`config.mk`:
```
export PLATFORM = sky130hd
export DESIGN_NAME = pingpong_buf_ctrl
export DESIGN_NICKNAME = d
export VERILOG_FILES = /design/src/rtl/pingpong_pkg.sv /design/src/rtl/pingpong_buf_ctrl_out_skid.sv /design/src/rtl/pingpong_buf_ctrl.sv
export SDC_FILE = /design/constraint.sdc
export NUM_CORES = 1
export LEC_CHECK = 0
export ABC_AREA = 0
export CORE_UTILIZATION = 52
export CTS_CLUSTER_SIZE = 24
export DETAILED_ROUTE_END_ITERATION = 7
export PLACE_DENSITY = 0.83
export SYNTH_ARGS = -nofsm -noshare
export SYNTH_HDL_FRONTEND = slang
export SYNTH_SLANG_ARGS = --single-unit
```
`constraint.sdc`:
```
create_clock -name clk -period 4.3 [get_ports clk]
set_input_delay 1.075 -clock clk [delete_from_list [all_inputs] [get_ports clk]]
set_output_delay 1.075 -clock clk [all_outputs]
set_load 0.005 [all_outputs]
```
`src/rtl/pingpong_pkg.sv`:
```
// Shared types and helpers for the ping-pong buffer controller.
package pingpong_pkg;

    typedef enum logic [1:0] {
        EMPTY = 2'd0,
        FILL  = 2'd1,
        FULL  = 2'd2,
        DRAIN = 2'd3
    } bank_state_t;

    localparam logic BANK_A = 1'b0;
    localparam logic BANK_B = 1'b1;

    // A bank can take producer words until its frame is complete.
    function automatic logic is_writable(input bank_state_t s);
        return (s == EMPTY) || (s == FILL);
    endfunction

    function automatic logic is_readable(input bank_state_t s);
        return (s == FULL) || (s == DRAIN);
    endfunction

endpackage

```
`src/rtl/pingpong_buf_ctrl_out_skid.sv`:
```
// Two-entry skid FIFO catching RAM read data; entry 0 is always the head,
// so the head word holds still while the consumer stalls.
module out_skid
    import pingpong_pkg::*;
#(
    parameter int W = 9
) (
    input  logic         clk,
    input  logic         rst,
    input  logic         push,
    input  logic [W-1:0] push_data,
    input  logic         pop,
    output logic [W-1:0] head,
    output logic         valid,
    output logic [1:0]   count
);

    logic [W-1:0] e0_q, e0_d;
    logic [W-1:0] e1_q, e1_d;
    logic [1:0]   cnt_q, cnt_d;
    logic         valid_q, valid_d;
    logic         pop_s, push_s;

    assign pop_s  = pop & (cnt_q != 2'd0);
    assign push_s = push & ((cnt_q != 2'd2) | pop_s);

    // Next entry contents and occupancy.
    always_comb begin
        e0_d  = e0_q;
        e1_d  = e1_q;
        cnt_d = cnt_q;
        case ({push_s, pop_s})
            2'b10: begin
                if (cnt_q == 2'd0) begin
                    e0_d = push_data;
                end else begin
                    e1_d = push_data;
                end
                cnt_d = cnt_q + 2'd1;
            end
            2'b01: begin
                e0_d  = e1_q;
                cnt_d = cnt_q - 2'd1;
            end
            2'b11: begin
                if (cnt_q == 2'd2) begin
                    e0_d = e1_q;
                    e1_d = push_data;
                end else begin
                    e0_d = push_data;
                end
            end
            default: begin
                cnt_d = cnt_q;
            end
        endcase
        valid_d = (cnt_d != 2'd0);
    end

    // Entry and occupancy registers.
    always_ff @(posedge clk or posedge rst) begin
        if (rst) begin
            e0_q    <= '0;
            e1_q    <= '0;
            cnt_q   <= 2'd0;
            valid_q <= 1'b0;
        end else begin
            e0_q    <= e0_d;
            e1_q    <= e1_d;
            cnt_q   <= cnt_d;
            valid_q <= valid_d;
        end
    end

    assign head  = e0_q;
    assign valid = valid_q;
    assign count = cnt_q;

endmodule

```
`src/rtl/pingpong_buf_ctrl.sv`:
```
// Ping-pong frame buffer controller: the producer fills one RAM bank while the
// consumer drains the other, and the roles swap at every frame boundary.
module pingpong_buf_ctrl
    import pingpong_pkg::*;
#(
    parameter int DW    = 8,
    parameter int AW    = 8,
    parameter int FRAME = 256
) (
    input  logic          clk,
    input  logic          rst,
    input  logic          in_valid,
    output logic          in_ready,
    input  logic [DW-1:0] in_data,
    output logic          out_valid,
    input  logic          out_ready,
    output logic [DW-1:0] out_data,
    output logic          out_last,
    output logic          ram_ce,
    output logic          ram_we_a,
    output logic          ram_we_b,
    output logic [AW-1:0] ram_adr_a,
    output logic [AW-1:0] ram_adr_b,
    output logic [DW-1:0] ram_din_a,
    output logic [DW-1:0] ram_din_b,
    input  logic [DW-1:0] ram_dout_a,
    input  logic [DW-1:0] ram_dout_b
);

    localparam logic [AW-1:0] LAST_ADR = AW'(FRAME - 1);

    bank_state_t   state_q [2];
    bank_state_t   state_d [2];
    logic          wr_bank_q, wr_bank_d;
    logic          rd_bank_q, rd_bank_d;
    logic [AW-1:0] wr_ptr_q, wr_ptr_d;
    logic [AW-1:0] rd_ptr_q, rd_ptr_d;
    logic          infl_q, infl_d;
    logic          infl_last_q, infl_last_d;
    logic          infl_bank_q, infl_bank_d;
    logic          ram_ce_q;

    logic          accept_s, issue_s, rd_owned_s, pop_s;
    logic [1:0]    skid_cnt_s, pending_s;
    logic          skid_valid_s;
    logic [DW:0]   skid_head_s;
    logic [DW:0]   skid_push_data_s;

    assign in_ready   = ~rst & is_writable(state_q[wr_bank_q]);
    assign accept_s   = in_valid & in_ready;
    assign rd_owned_s = is_readable(state_q[rd_bank_q]);
    assign pop_s      = skid_valid_s & out_ready;

    // Occupancy is taken after this cycle's pop so a draining consumer sees
    // one read per cycle; the skid never has to hold more than two words.
    assign pending_s  = skid_cnt_s - {1'b0, pop_s} + {1'b0, infl_q};
    assign issue_s    = rd_owned_s & (pending_s < 2'd2);

    // Writer and reader bookkeeping; they never touch the same bank at once.
    always_comb begin
        state_d     = state_q;
        wr_bank_d   = wr_bank_q;
        rd_bank_d   = rd_bank_q;
        wr_ptr_d    = wr_ptr_q;
        rd_ptr_d    = rd_ptr_q;
        infl_d      = 1'b0;
        infl_last_d = 1'b0;
        infl_bank_d = infl_bank_q;

        if (accept_s) begin
            if (wr_ptr_q == LAST_ADR) begin
                state_d[wr_bank_q] = FULL;
                wr_ptr_d           = '0;
                wr_bank_d          = ~wr_bank_q;
            end else begin
                state_d[wr_bank_q] = FILL;
                wr_ptr_d           = wr_ptr_q + {{(AW-1){1'b0}}, 1'b1};
            end
        end else begin
            wr_ptr_d = wr_ptr_q;
        end

        if (issue_s) begin
            infl_d      = 1'b1;
            infl_bank_d = rd_bank_q;
            infl_last_d = (rd_ptr_q == LAST_ADR);
            if (rd_ptr_q == LAST_ADR) begin
                state_d[rd_bank_q] = EMPTY;
                rd_ptr_d           = '0;
                rd_bank_d          = ~rd_bank_q;
            end else begin
                state_d[rd_bank_q] = DRAIN;
                rd_ptr_d           = rd_ptr_q + {{(AW-1){1'b0}}, 1'b1};
            end
        end else begin
            rd_ptr_d = rd_ptr_q;
        end
    end

    // Bank state, ownership and pointer registers.
    always_ff @(posedge clk or posedge rst) begin
        if (rst) begin
            state_q[0]  <= EMPTY;
            state_q[1]  <= EMPTY;
            wr_bank_q   <= BANK_A;
            rd_bank_q   <= BANK_A;
            wr_ptr_q    <= '0;
            rd_ptr_q    <= '0;
            infl_q      <= 1'b0;
            infl_last_q <= 1'b0;
            infl_bank_q <= BANK_A;
            ram_ce_q    <= 1'b0;
        end else begin
            state_q[0]  <= state_d[0];
            state_q[1]  <= state_d[1];
            wr_bank_q   <= wr_bank_d;
            rd_bank_q   <= rd_bank_d;
            wr_ptr_q    <= wr_ptr_d;
            rd_ptr_q    <= rd_ptr_d;
            infl_q      <= infl_d;
            infl_last_q <= infl_last_d;
            infl_bank_q <= infl_bank_d;
            ram_ce_q    <= 1'b1;
        end
    end

    // Bank A port: writer, reader, or parked at zero.
    always_comb begin
        ram_we_a  = 1'b0;
        ram_adr_a = '0;
        ram_din_a = '0;
        if (accept_s && (wr_bank_q == BANK_A)) begin
            ram_we_a  = 1'b1;
            ram_adr_a = wr_ptr_q;
            ram_din_a = in_data;
        end else if (rd_owned_s && (rd_bank_q == BANK_A)) begin
            ram_adr_a = rd_ptr_q;
        end else begin
            ram_adr_a = '0;
        end
    end

    // Bank B port: writer, reader, or parked at zero.
    always_comb begin
        ram_we_b  = 1'b0;
        ram_adr_b = '0;
        ram_din_b = '0;
        if (accept_s && (wr_bank_q == BANK_B)) begin
            ram_we_b  = 1'b1;
            ram_adr_b = wr_ptr_q;
            ram_din_b = in_data;
        end else if (rd_owned_s && (rd_bank_q == BANK_B)) begin
            ram_adr_b = rd_ptr_q;
        end else begin
            ram_adr_b = '0;
        end
    end

    assign skid_push_data_s = {infl_last_q, (infl_bank_q == BANK_B) ? ram_dout_b : ram_dout_a};

    out_skid #(
        .W (DW + 1)
    ) u_skid (
        .clk       (clk),
        .rst       (rst),
        .push      (infl_q),
        .push_data (skid_push_data_s),
        .pop       (pop_s),
        .head      (skid_head_s),
        .valid     (skid_valid_s),
        .count     (skid_cnt_s)
    );

    assign ram_ce    = ram_ce_q;
    assign out_valid = skid_valid_s;
    assign out_data  = skid_head_s[DW-1:0];
    assign out_last  = skid_valid_s & skid_head_s[DW];

endmodule

```
Word level (Yosys, flattened, before mapping)
Cells that the tools add are included.

word-level totals
  bits in registers = 47
  bits in latches = 0
  bits in writable memories = 0
  memory bits (read-only) = 0
  input bits = 28
  output and inout port bits = 46
  word-level logic and storage cells = 112
  memories kept = 0

operators by class
  $add $sub $neg = 6
  $mul = 0
  divide/modulo/power cells = 0
  magnitude comparators = 5
  eq/ne operators = 13
  shift-type cells = 0
  multiplexer cells = 34
  bitwise operators = 22
  reduce and logical (&&, ||, !) cells = 18

operators with widths
  operator               count
  $mux W8                9
  $mux W9                4
  $pmux W9 S3            1
  $pmux W9 S2            1
  $add A8 B1 Y8 const B  2
  $eq A8 B8 Y1 const B   2
  $mux W2                8
  $mux W4                4
  $eq A2 B2 Y1 const B   5
  $and A1 B1 Y1          7
  $logic_and A1 B1 Y1    6
  $reduce_and A2 Y1      3
  $reduce_bool A2 Y1     3
  $and A2 B2 Y2          2
  $and A4 B4 Y4          1
  $demux W2 S1           2
  $eq A2 B1 Y1 const B   2
  $ge A2 B2 Y1 const B   2
  $logic_not A2 Y1       2
  $lt A2 B1 Y1 const B   2
  $mux W1                4
  $ne A2 B1 Y1 const B   2
  $ne A2 B2 Y1 const B   2
  $not A1 Y2             2
  15 further kinds       20

Logic depth before layout (Yosys ltp)
Gate-level depths: netlist of the first run.

  depth after elaboration = 12
  mapped depth = 8
  depth with buffers taken out = 8

By module
From an unflattened synthesis of the first run, not the netlist that was laid out.

second synthesis, totals
  cell total of the unflattened synthesis = 276
  area, all modules = 2801.4 um^2

by module, submodules not included
  module             times used  cells an instance  area each (um^2)  sequential area each (um^2)
  pingpong_buf_ctrl  1           164                1631.6            600.6
  out_skid           1           112                1169.9            525.5

Worst setup path after synthesis of the first run
OpenSTA, ideal clock, no wires.

  path kind = input to output
  start = input port in_valid
  end = output port ram_din_b[0]
  data arrival time = 2.066 ns
  required time = 3.225 ns
  setup slack = 1.159 ns
  stages = 5
  path buffers = 1
  cell sequence = nor2b_1 -> nand2_1 -> nor2_1 -> buf_2 -> and2_1

between the ends
  cells in the longest elaborated chain, start to end = 3

ends and longest elaborated chain
  item                 RTL line                  RTL
  from (decl)          pingpong_buf_ctrl.sv:12   input logic in_valid,
  $and A1 B1 Y1        pingpong_buf_ctrl.sv:50   assign accept_s = in_valid & in_ready;
  $logic_and A1 B1 Y1  pingpong_buf_ctrl.sv:148  if (accept_s && (wr_bank_q == BANK_B)) begin
  $mux W8              pingpong_buf_ctrl.sv:148
  to (decl)            pingpong_buf_ctrl.sv:25   output logic [DW-1:0] ram_din_b,

No other way between the ends.

Final worst setup path of the first run
  start = input port in_valid
  end = output port ram_din_b[6]

Same word-level chain as after synthesis.

==> flow_metrics.env, run 1 <==
export IMPL_grt_pass1_wl_um=9680
export IMPL_cp_arrival_ns=2.98
export IMPL_fin_cells=386
export IMPL_clkTransAtPathRegs_ns=0.08
export IMPL_cts_buffers=5
export IMPL_postCtsSetupRepairBufs=0
export IMPL_cellLeakagePower_nw=1.50
export IMPL_setup_viol=0
export IMPL_fmax_mhz=247
export IMPL_antenna_cells=0
export IMPL_io_pins=74
export IMPL_cp_data_required_time_ns=3.22
export IMPL_routed_via_density=5.46
export IMPL_netlist_area_um2=2610
export IMPL_synth_most_common_cell="dfrtp_1"
export IMPL_hold_path_class="reg -> reg"
export IMPL_rrSetupSlack_ns=1.88
export IMPL_critPathCaptureType="output port"
export IMPL_async_reset_ff_share_pct=100
export IMPL_clock_path_buffers=2
export IMPL_hold_start="u_skid.e1_q[0]$_DFFE_PP0P_"
export IMPL_drive_above_1_share_pct=13.2
export IMPL_r2r_start="u_skid.valid$_DFF_PP0_"
export IMPL_area_delta_synth_final_pct=31.4
export IMPL_gp_congestion=0.929
export IMPL_switching_share_pct=27.2
export IMPL_grt_max_degree=28
export IMPL_grtUsageMet2_pct=39.5
export IMPL_seq_power_share_pct=49.0
export IMPL_ctsHtreeMaxLevel=2
export IMPL_combPwrFrac_pct=22.1
export IMPL_holdPathEnd="u_skid.e1_q[0]$_DFFE_PP0P_"
export IMPL_min_path_cells=1
export IMPL_finalHoldViolCount=0
export IMPL_fin_crit_sh_pct=94.3
export IMPL_rows=25
export IMPL_firstDrtPassIters=4
export IMPL_drv_cap=0
export IMPL_nNetsFinal=349
export IMPL_dieArea_um2=5310
export IMPL_p_switching_mw=0.302
export IMPL_initial_core_util_pct=54.5
export IMPL_tightest_slew_ns=0.990
export IMPL_clk_latency_ns=0.30
export IMPL_cts_resized=0
export IMPL_ant_nets=0
export IMPL_synth_area_leader_cell="dfrtp_1"
export IMPL_power_share_clock_pct=28.9
export IMPL_rsz0062_at_grt="false"
export IMPL_fin_ws_ns=0.244
export IMPL_die_y_um=72.8
export IMPL_wl_per_cell_um=15.0
export IMPL_dpl_cell_area_um2=3310
export IMPL_synth_cell_type_count=49
export IMPL_synthCells=255
export IMPL_fillers=385
export IMPL_core_um2=4790
export IMPL_power_mw=1.11
export IMPL_slowest_delay_ns=0.51
export IMPL_grt_met1_usage_pct=31.3
export IMPL_power_density_nw_per_um2=324
export IMPL_grt_pass1_vias=2116
export IMPL_period_minus_slack_ns=4.06
export IMPL_synth_edf_count=0
export IMPL_yosys_area_top_type_share_pct=43.1
export IMPL_cts_sinks=45
export IMPL_setup_worst_path_start="in_valid"
export IMPL_fin_tns_setup_ns=0
export IMPL_cpMostUsedCell="clkdlybuf4s50_1"
export IMPL_skew_ns=0.00976
export IMPL_dp_cells=378
export IMPL_status="finished clean"
export IMPL_critical_path_top_delay_family="buffers and inverters"
export IMPL_port_buffers=73
export IMPL_fp_dieW_um=72.8
export IMPL_internal_power_mw=0.809
export IMPL_crit_path_start_kind="input port"
export IMPL_routed_wl_um=5790
export IMPL_drt_iter0_markers=128
export IMPL_cts_root_buf="clkbuf_8"
export IMPL_cp_slowest_cell="clkdlybuf4s50_1"
export IMPL_ir_drop_mv=0.256
export IMPL_use_met3_pct=4.83
export IMPL_grt_util_all_layers_pct=23.7
export IMPL_yosysSeqAreaShare_pct=43.1
export IMPL_grt_busiest_layer="met2"
export IMPL_synthTopCellsByArea="dfrtp_1 43%, mux2_2 8.2%, a22o_1 5.7%"
export IMPL_cts_tree="built"
export IMPL_finalMaxSlewViolations=0
export IMPL_ys_flop_type="dfrtp_1"
export IMPL_criticalPathCategory="in -> out"
export IMPL_cts_hold_buf=0
export IMPL_synth_net_count=286
export IMPL_dp_hpwl_um=4290
export IMPL_synth_common_cells="45 x dfrtp_1, 19 x and2_1, 19 x mux2_2, 19 x nor2_1, 17 x a22o_1"
export IMPL_pre_cts_slack_ns=0.297
export IMPL_cp_cell_sequence="clkdlybuf4s50_1, nor2b_1, nand2_1, nor2_1, buf_4, and2_1, clkdlybuf4s50_1"
export IMPL_antenna_found_initial=0
export IMPL_grt_remaining_overflow=0
export IMPL_drc=0
export IMPL_yosysWarningCount=0
export IMPL_relSlewSlack_pct=33.6
export IMPL_avgSynthCellArea_um2=10.2
export IMPL_critPathBufInv=3
export IMPL_design_area_um2=3430
export IMPL_r2r_end="rd_ptr_q[7]$_DFFE_PP0P_"
export IMPL_vias=2107
export IMPL_ys_ff_latch=45
export IMPL_cp_max_fo=11
export IMPL_reg2reg_depth=8
metrics by stage:
stage	util, %	hold slack [ns]
after global placement	69.3	0.485
final	71.7	0.507
after CTS	71.7	0.510
after floorplan	-	0.479
after detailed placement	69.3	0.492
after global routing	71.7	0.524
power groups by stage:
| stage | clock network, mW | registers [mW] | logic, mW |
|---|---|---|---|
| 6_report | 0.321 | 0.544 | 0.246 |
| 5_1_grt | 0.346 | 0.551 | 0.272 |
| 4_1_cts | 0.328 | 0.542 | 0.249 |
| 3_5_place_dp | 0 | 0.549 | 0.247 |
| 3_3_place_gp | 0 | 0.548 | 0.238 |
| 2_1_floorplan | 0 | 0.527 | 0.169 |
flip-flops by register name, indices dropped and copies added, names as in the netlist:
register      flops
wr_bank_q         1
u_skid.e1_q       9
u_skid.valid      1
state_q           2
rd_bank_q         1
rd_ptr_q          8
u_skid.head       9
infl_bank_q       1
infl_q            1
infl_last_q       1
u_skid.count      2
wr_ptr_q          8
ram_ce            1
cells by family after synthesis:
| kind of cell | synth area share (%) |
|---|---|
| adder cells (fa/ha/maj) | 1.44 |
| AO/OA/AOI/OAI | 14.3 |
| buffers and inverters | 6.95 |
| XOR/XNOR | 4.31 |
| flip-flops | 43.1 |
| other | 0.144 |
| multiplexers | 13.4 |
| AND/OR/NAND/NOR | 16.3 |
final cells by class:
class / instances / area, um^2 / area share (%)
multi-input combinational: 180 / 1300 / 38.0
sequential: 45 / 1130 / 32.8
timing repair buffer: 79 / 776 / 22.6
tap: 67 / 83.8 / 2.44
clock buffer: 5 / 68.8 / 2.01
clock inverter: 3 / 46.3 / 1.35
inverter: 7 / 26.3 / 0.766
metal layers:
metal,vias up,part of all wire [%]
met5,-,0
met4,0,1.4
met3,9,5.2
met2,67,49
met1,1011,44
li1,1020,-
how the worst max path moves through the flow:
stage | depth (start not counted) | to
finish | 7 | ram_din_b[6]
detailed placement | 7 | ram_din_a[5]
floorplan | 5 | ram_din_b[0]
global placement | 7 | ram_adr_b[6]
CTS | 7 | ram_adr_b[7]
global route | 7 | ram_adr_b[7]
layout by cell type, fill, tap and decap left out, drive strengths merged, types with 11 or more instances in the layout:
cell and count:
clkdlybuf4s50 73, dfrtp 45, a22o 17, mux2 20
and2 19, nand2 11, a21oi 12, nor2 20
mux2i 12
No activity file was read; power rests on OpenSTA's default activity.
==> run 2, diff against run 1 <==
--- a/config.mk
+++ b/config.mk
@@ -10,6 +10,7 @@
 export CTS_CLUSTER_SIZE = 24
 export DETAILED_ROUTE_END_ITERATION = 7
 export PLACE_DENSITY = 0.83
+export SKIP_LAST_GASP = 1
 export SYNTH_ARGS = -nofsm -noshare
 export SYNTH_HDL_FRONTEND = slang
 export SYNTH_SLANG_ARGS = --single-unit
==> results of run 2 <==
Final layout, timing and power as in run 1 (identical DEF).
